[src/rtl/cpu_obi_port_arbiter.sv]
// Two-to-one OBI arbiter merging instr/data ports onto one bus port; responses are routed back in order.
// Request/gnt/rvalid paths are combinational; selection is held stable until gnt and the bus port is
// blocked while MAX_OUTSTANDING transactions are pending.
// Packed layout: req vector = {req, we, be[3:0], addr[31:0], wdata[31:0]}, resp vector = {gnt, rvalid, rdata[31:0]}.
module cpu_obi_port_arbiter #(
  parameter int unsigned MAX_OUTSTANDING = 2,
  parameter int unsigned DATA_PRIORITY   = 1
) (
  input  logic        clk_i,
  input  logic        rst_ni,
  input  logic [69:0] instr_req_i,
  output logic [33:0] instr_resp_o,
  input  logic [69:0] data_req_i,
  output logic [33:0] data_resp_o,
  output logic [69:0] bus_req_o,
  input  logic [33:0] bus_resp_i,
  output logic        protocol_err_o
);

  localparam int unsigned REQ_BIT    = 69;
  localparam int unsigned GNT_BIT    = 33;
  localparam int unsigned RVALID_BIT = 32;

  localparam int unsigned CW = $clog2(MAX_OUTSTANDING + 1);
  localparam int unsigned PW = (MAX_OUTSTANDING > 1) ? $clog2(MAX_OUTSTANDING) : 1;
  localparam logic [CW-1:0] FULL_CNT = CW'(MAX_OUTSTANDING);
  localparam logic [CW-1:0] CNT_ONE  = CW'(1);
  localparam logic [PW-1:0] LAST_PTR = PW'(MAX_OUTSTANDING - 1);
  localparam logic [PW-1:0] PTR_ONE  = PW'(1);

  logic [MAX_OUTSTANDING-1:0] fifo_q, fifo_d;
  logic [PW-1:0]              wr_ptr_q, wr_ptr_d;
  logic [PW-1:0]              rd_ptr_q, rd_ptr_d;
  logic [CW-1:0]              cnt_q, cnt_d;
  logic                       lock_q, lock_d;
  logic                       lock_src_q, lock_src_d;
  logic                       rr_q, rr_d;
  logic                       perr_q, perr_d;

  logic full, sel, sel_vld, instr_act, data_act;
  logic bus_req, bus_gnt, bus_rvalid, accept, rsp_ok, head;

  assign instr_act  = instr_req_i[REQ_BIT];
  assign data_act   = data_req_i[REQ_BIT];
  assign bus_gnt    = bus_resp_i[GNT_BIT];
  assign bus_rvalid = bus_resp_i[RVALID_BIT];
  assign full       = (cnt_q == FULL_CNT);

  // Source select: 0 = instr, 1 = data. A locked source wins even if it has dropped req.
  always_comb begin
    sel     = 1'b0;
    sel_vld = 1'b0;
    if (!full) begin
      if (lock_q) begin
        sel     = lock_src_q;
        sel_vld = 1'b1;
      end else if (instr_act && data_act) begin
        sel     = (DATA_PRIORITY != 0) ? 1'b1 : ~rr_q;
        sel_vld = 1'b1;
      end else if (data_act) begin
        sel     = 1'b1;
        sel_vld = 1'b1;
      end else if (instr_act) begin
        sel     = 1'b0;
        sel_vld = 1'b1;
      end
    end
  end

  assign bus_req_o = sel_vld ? (sel ? data_req_i : instr_req_i) : '0;
  assign bus_req   = bus_req_o[REQ_BIT];
  assign accept    = bus_req && bus_gnt;
  assign rsp_ok    = bus_rvalid && (cnt_q != '0);
  assign head      = fifo_q[rd_ptr_q];

  assign instr_resp_o = {accept && !sel, rsp_ok && !head, bus_resp_i[31:0]};
  assign data_resp_o  = {accept && sel,  rsp_ok && head,  bus_resp_i[31:0]};
  assign protocol_err_o = perr_q;

  always_comb begin
    fifo_d   = fifo_q;
    wr_ptr_d = wr_ptr_q;
    rd_ptr_d = rd_ptr_q;
    cnt_d    = cnt_q;
    if (accept) begin
      fifo_d[wr_ptr_q] = sel;
      wr_ptr_d = (wr_ptr_q == LAST_PTR) ? '0 : wr_ptr_q + PTR_ONE;
    end
    if (rsp_ok) begin
      rd_ptr_d = (rd_ptr_q == LAST_PTR) ? '0 : rd_ptr_q + PTR_ONE;
    end
    case ({accept, rsp_ok})
      2'b10:   cnt_d = cnt_q + CNT_ONE;
      2'b01:   cnt_d = cnt_q - CNT_ONE;
      default: cnt_d = cnt_q;
    endcase
    // A stalled request pins the selection; a granted or withdrawn one releases it.
    lock_d     = bus_req && !bus_gnt;
    lock_src_d = sel;
    rr_d       = accept ? sel : rr_q;
    perr_d     = perr_q | (bus_rvalid && (cnt_q == '0));
  end

  always_ff @(posedge clk_i or negedge rst_ni) begin
    if (!rst_ni) begin
      fifo_q     <= '0;
      wr_ptr_q   <= '0;
      rd_ptr_q   <= '0;
      cnt_q      <= '0;
      lock_q     <= 1'b0;
      lock_src_q <= 1'b0;
      rr_q       <= 1'b1;
      perr_q     <= 1'b0;
    end else begin
      fifo_q     <= fifo_d;
      wr_ptr_q   <= wr_ptr_d;
      rd_ptr_q   <= rd_ptr_d;
      cnt_q      <= cnt_d;
      lock_q     <= lock_d;
      lock_src_q <= lock_src_d;
      rr_q       <= rr_d;
      perr_q     <= perr_d;
    end
  end

endmodule
[config.mk]
export PLATFORM = sky130hd
export DESIGN_NAME = cpu_obi_port_arbiter
export DESIGN_NICKNAME = d
export VERILOG_FILES = /design/src/rtl/cpu_obi_port_arbiter.sv
export SDC_FILE = /design/constraint.sdc
export NUM_CORES = 1
export LEC_CHECK = 0
export ABC_AREA = 1
export CAP_MARGIN = 25
export CORE_AREA = 2 2 124 126
export CTS_BUF_LIST = sky130_fd_sc_hd__clkbuf_2
export DETAILED_ROUTE_END_ITERATION = 10
export DIE_AREA = 0 0 126 128
export GPL_TIMING_DRIVEN = 0
export PLACE_DENSITY_LB_ADDON = 0.12
export SLEW_MARGIN = 20
export SYNTH_ARGS = -nofsm -noshare
export SYNTH_HDL_FRONTEND = slang
export SYNTH_SLANG_ARGS = --single-unit
[constraint.sdc]
create_clock -name clk_i -period 2.8 [get_ports clk_i]
set_clock_uncertainty 0.05 [all_clocks]
set_input_delay 0.56 -clock clk_i [delete_from_list [all_inputs] [get_ports clk_i]]
set_output_delay 0.56 -clock clk_i [all_outputs]
set_load 0.05 [all_outputs]
### Word-level counts from Yosys, hierarchy flattened

Index checks and enable logic that the tools add are counted.

| storage, ports and cells | value |
|---|---|
| bits in registers | 9 |
| input bits | 176 |
| output and inout port bits | 139 |
| word-level logic and storage cells | 53 |

| operators by class | value |
|---|---|
| $add $sub $neg | 4 |
| magnitude comparators | 3 |
| equality and inequality tests | 3 |
| mux-type cells | 19 |
| bitwise gates (word level) | 1 |
| reduce and logical (&&, ||, !) cells | 16 |

Operator list:

| operator | number |
|---|---|
| $mux 70 | 2 |
| $mux 1 | 14 |
| $logic_and 1x1->1 | 10 |
| $eq 2x2->1 const B | 2 |
| $lt 1x2->1 const B | 2 |
| $pmux 2 s2 | 1 |
| $reduce_bool 2->1 | 2 |
| $logic_not 1->1 | 3 |
| $add 1x1->1 const B | 2 |
| $add 2x1->2 const B | 1 |
| $bwmux 2 | 1 |
| $eq 2x1->1 const B | 1 |
| $logic_not 2->1 | 1 |
| $sub 2x1->2 const B | 1 |
| $demux 1 s1 | 1 |
| $ge 1x1->1 const B | 1 |
| $or 1x1->1 | 1 |

### Depth between registers and ports, before layout

| depth | value |
|---|---|
| depth after elaboration | 9 |
| gate-level depth with buffers | 9 |
| mapped depth without buffers | 9 |

### Least setup slack after synthesis

Ideal clock, no wire load.

| path | value |
|---|---|
| path type | input to output |
| start | input port data_req_i[69] |
| end | output port bus_req_o[0] |
| arrival | 1.944 ns |
| data required time | 2.190 ns |
| path slack | 0.246 ns |
| stages | 6 |
| path buffers | 1 |
| cells stage by stage | inv_1 nand2_1 nand3_4 buf_1 nand2_1 a21oi_1 |

| on the way | value |
|---|---|
| cells in the longest elaborated chain, start to end | 6 |
| elaborated cells on any way between the ends | 11 |
| classes of those cells | mux (10); reduce/logical (1) |

Ends and longest elaborated chain:

| item | line | text |
|---|---|---|
| start, declared | 13 | `input logic [69:0] data_req_i,` |
| $mux 1 / $logic_and 1x1->1 (equally long branches) | 60, 57 |  |
| $mux 1 | 57 | `end else if (instr_act && data_act) begin` |
| $mux 1 | 54 | `if (lock_q) begin` |
| $mux 1 | 53 | `if (!full) begin` |
| $mux 70 | 70 | `assign bus_req_o = sel_vld ? (sel ? data_req_i : instr_req_i) : '0;` |
| $mux 70 (*) | 70 |  |
| end, declared | 15 | `output logic [69:0] bus_req_o,` |

Mark *: on every way between the ends. The rest lies on a longest branch, timed or not.

### Worst setup path after layout

| path | value |
|---|---|
| start | input port bus_resp_i[32] |
| end | output port instr_resp_o[32] |

| on the way | value |
|---|---|
| cells in the longest elaborated chain, start to end | 2 |

Ends and longest elaborated chain:

| item | line | text |
|---|---|---|
| start, declared | 16 | `input logic [33:0] bus_resp_i,` |
| $logic_and 1x1->1 | 73 | `assign rsp_ok = bus_rvalid && (cnt_q != '0);` |
| $logic_and 1x1->1 | 76 | `assign instr_resp_o = {accept && !sel, rsp_ok && !head, bus_resp_i[31:0]};` |
| end, declared | 12 | `output logic [33:0] instr_resp_o,` |

No other way between the ends.

==> reports/results.txt <==
Area Overhead vs Synth: 150%
Slew HR: 64.4%
Clock Path Buffers: 2
outcome: finished, final reports clean
clock latency on the worst-skew pair: 0.24 ns
Worst path max stage delay: 0.80 ns
first-pass GRT wire length: 16.5 mm
largest net degree at the start of global routing: 11
CP startpoint kind: input pin
Placement Cell Area: 5060 um2
initial antenna violation count: 0
detailed placement HPWL: 9.60 mm
final instance area: 5000 um2
Power Total: 5.18 mW
worst path bufs/invs: 2
CTS Root Cell: clkbuf_2
routed vias/inst: 3.87
wirelength, routed: 11.3 mm
# Max-Cap Violations: 0
slowest CP cell: clkdlybuf4s50_1
CTS tree: yes
row cnt: 45
Initial Utilization: 13.4%
Placed Instances: 821
# H-tree levels: 1
Post-DRT Antenna Nets: 0
min Tclk post-route: 2.70 ns
# IOs: 315
Die Area: 16100 um2
Crit path max-delay family: buffers and inverters
synthesized cell area: 2000 um2
Die Span X: 126 um
Final #Nets: 818
HP Class: register to register
synth warn: 0
Peak VDD IR: 0.494 mV
chip height: 128 um
Vias: 3203
vias in the first global route: 3124
overall routing resource usage: 12.6%
final setup fails: 0
Hold Vio Cnt, Final: 0
wire per inst: 13.6 um
worst endpoint required time: 2.19 ns
Buffers on Ports: 282
Syn Inst Count: 351
Slew Viols, Final: 0
CTS Sinks: 9
initial DRC count: 37
total congestion overflow: 0
sequential area share after synthesis: 11.3%
GPL Wtd Cong: 0.771
CP arrival: 2.09 ns
DR pass1 iterations: 6
core footprint: 14900 um2
Worst-Margin Slew: 0.532 ns
synth unique cells: 25
CP Cell Sequence: clkdlybuf4s50_1, nand2_1, nor2_1, clkdlybuf4s50_1
FF+latch count, synth: 9
Fmax: 370 MHz
Final Cycle Share: 96.4%
share of cells above drive strength 1: 28.9%
number of fill cells: 1609
post-route insts no fill: 828
syn avg cell area: 5.69 um2
drt drc: 0
leakage dissipation: 2.31 nW
critical path type: input pin to output pin
CTS Buf Count: 3
P per Cell Area: 1040 nW/um2
crit-path most repeated cell: clkdlybuf4s50_1
CP Max Fanout: 4
CP endpoint kind: output pin
syn_nets: 528
n_diodes: 0
RSZ-0062 raised after global routing: yes
register clock-pin slew on the reported worst setup and hold paths: 0.09 ns
CTS Hold Bufs: 0
[kinds of logic after synthesis]
kind of cell / after synthesis / share of synthesized area, %
xor gates and xnor gates: 4 / 1.75
buffers and inverters: 100 / 32.9
and+or+nand+nor: 162 / 32.4
AOI/OAI and AO/OA: 75 / 21.1
adders and majority gates: 1 / 0.626
DFF: 9 / 11.3
[final timing paths]
check	depth (start not counted)	end	slack [ns]	start
max in group asynchronous	1	cnt_q[0]	1.84	rst_ni
worst max-delay path	4	instr_resp_o[32]	0.1	bus_resp_i[32]
min in group asynchronous	1	wr_ptr_q	0.57	rst_ni
worst min-delay path	1	protocol_err_o	0.42	protocol_err_o
worst min register to register	1	protocol_err_o	0.42	protocol_err_o
worst max register to register	10	cnt_q[1]	0.82	cnt_q[0]
[layout by cell type, fill, tap and decap left out, types with 2 or more instances in the layout]
cell / count
buf_4: 109
xor2_1: 2
buf_2: 13
xnor2_1: 2
nand3_1: 3
clkdlybuf4s50_1: 210
dfrtp_1: 9
a21oi_2: 10
a21oi_4: 2
o21bai_1: 2
buf_6: 12
nand2_2: 2
inv_1: 12
clkbuf_2: 11
o21ai_0: 2
a21oi_1: 58
nor2_1: 6
clkbuf_4: 18
nand2_1: 147
[cell type report]
type                    instances  area, um2  area share, %
inverters                      15       71.3           1.43
well taps                     188        235           4.70
flip-flops and latches          9        225           4.50
plain buffers                  84        631           12.6
multi-input cells             243       1160           23.2
clock buffers                   4       20.0          0.400
repair buffers                285       2660           53.2
[routing by layer]
layer	wire length (um)	vias up	track usage, %
met2	5990	171	25.0
met4	80	0	1.75
met1	4240	1395	14.0
li1	-	1629	-
met3	969	8	2.59
met5	0	-	0
[synthesized netlist by cell type]
cell	instances	area [um2]
xor2_1	2	17.5
dfrtp_1	9	225
nand2_1	148	556
clkinv_2	1	5.00
a21oi_1	60	300
a31o_2	1	8.76
xnor2_1	2	17.5
ha_1	1	12.5
nand4_2	1	12.5
buf_4	70	526
buf_2	2	10.0
nor2_1	6	22.5
nand2_2	1	6.26
inv_2	2	7.51
nand3_1	3	15.0
buf_6	2	22.5
o21ai_0	2	10.0
nand4_1	1	6.26
clkbuf_1	9	33.8
inv_1	12	45.0
buf_1	2	7.51
a21oi_2	10	87.6
nand3_4	1	17.5
nand2_4	1	11.3
o21bai_1	2	15.0
[registers in the layout, summed over array words and instances, names as in the netlist]
signal / cells
cnt_q: 2
fifo_q: 2
lock_q: 1
lock_src_q: 1
protocol_err_o: 1
rd_ptr_q: 1
wr_ptr_q: 1
[repair_timing]
action                     CTS  global route
setup buffers                2             1
gates resized for setup    391            85
gates cloned                 1             0
setup endpoints to repair   72            66
[power breakdown]
part / switching (mW) / internal, mW / total (mW)
Sequential: 0.0400 / 0.187 / 0.227
Combinational: 3.37 / 1.50 / 4.87
Clock: 0.0449 / 0.0380 / 0.0828
[through the flow]
stage	hold WS [ns]	worst slack, ns	setup TNS [ns]	util, %
2_1_floorplan	0.214	0.246	0	-
3_3_place_gp	0.403	-0.719	-44.52	34.0
3_5_place_dp	0.407	-0.709	-45.44	34.0
4_1_cts	0.430	0.00150	0	32.7
5_1_grt	0.445	-0.00416	-0.00758	33.7
6_report	0.422	0.0997	0	33.7
Power figures use the tool's default switching activity.
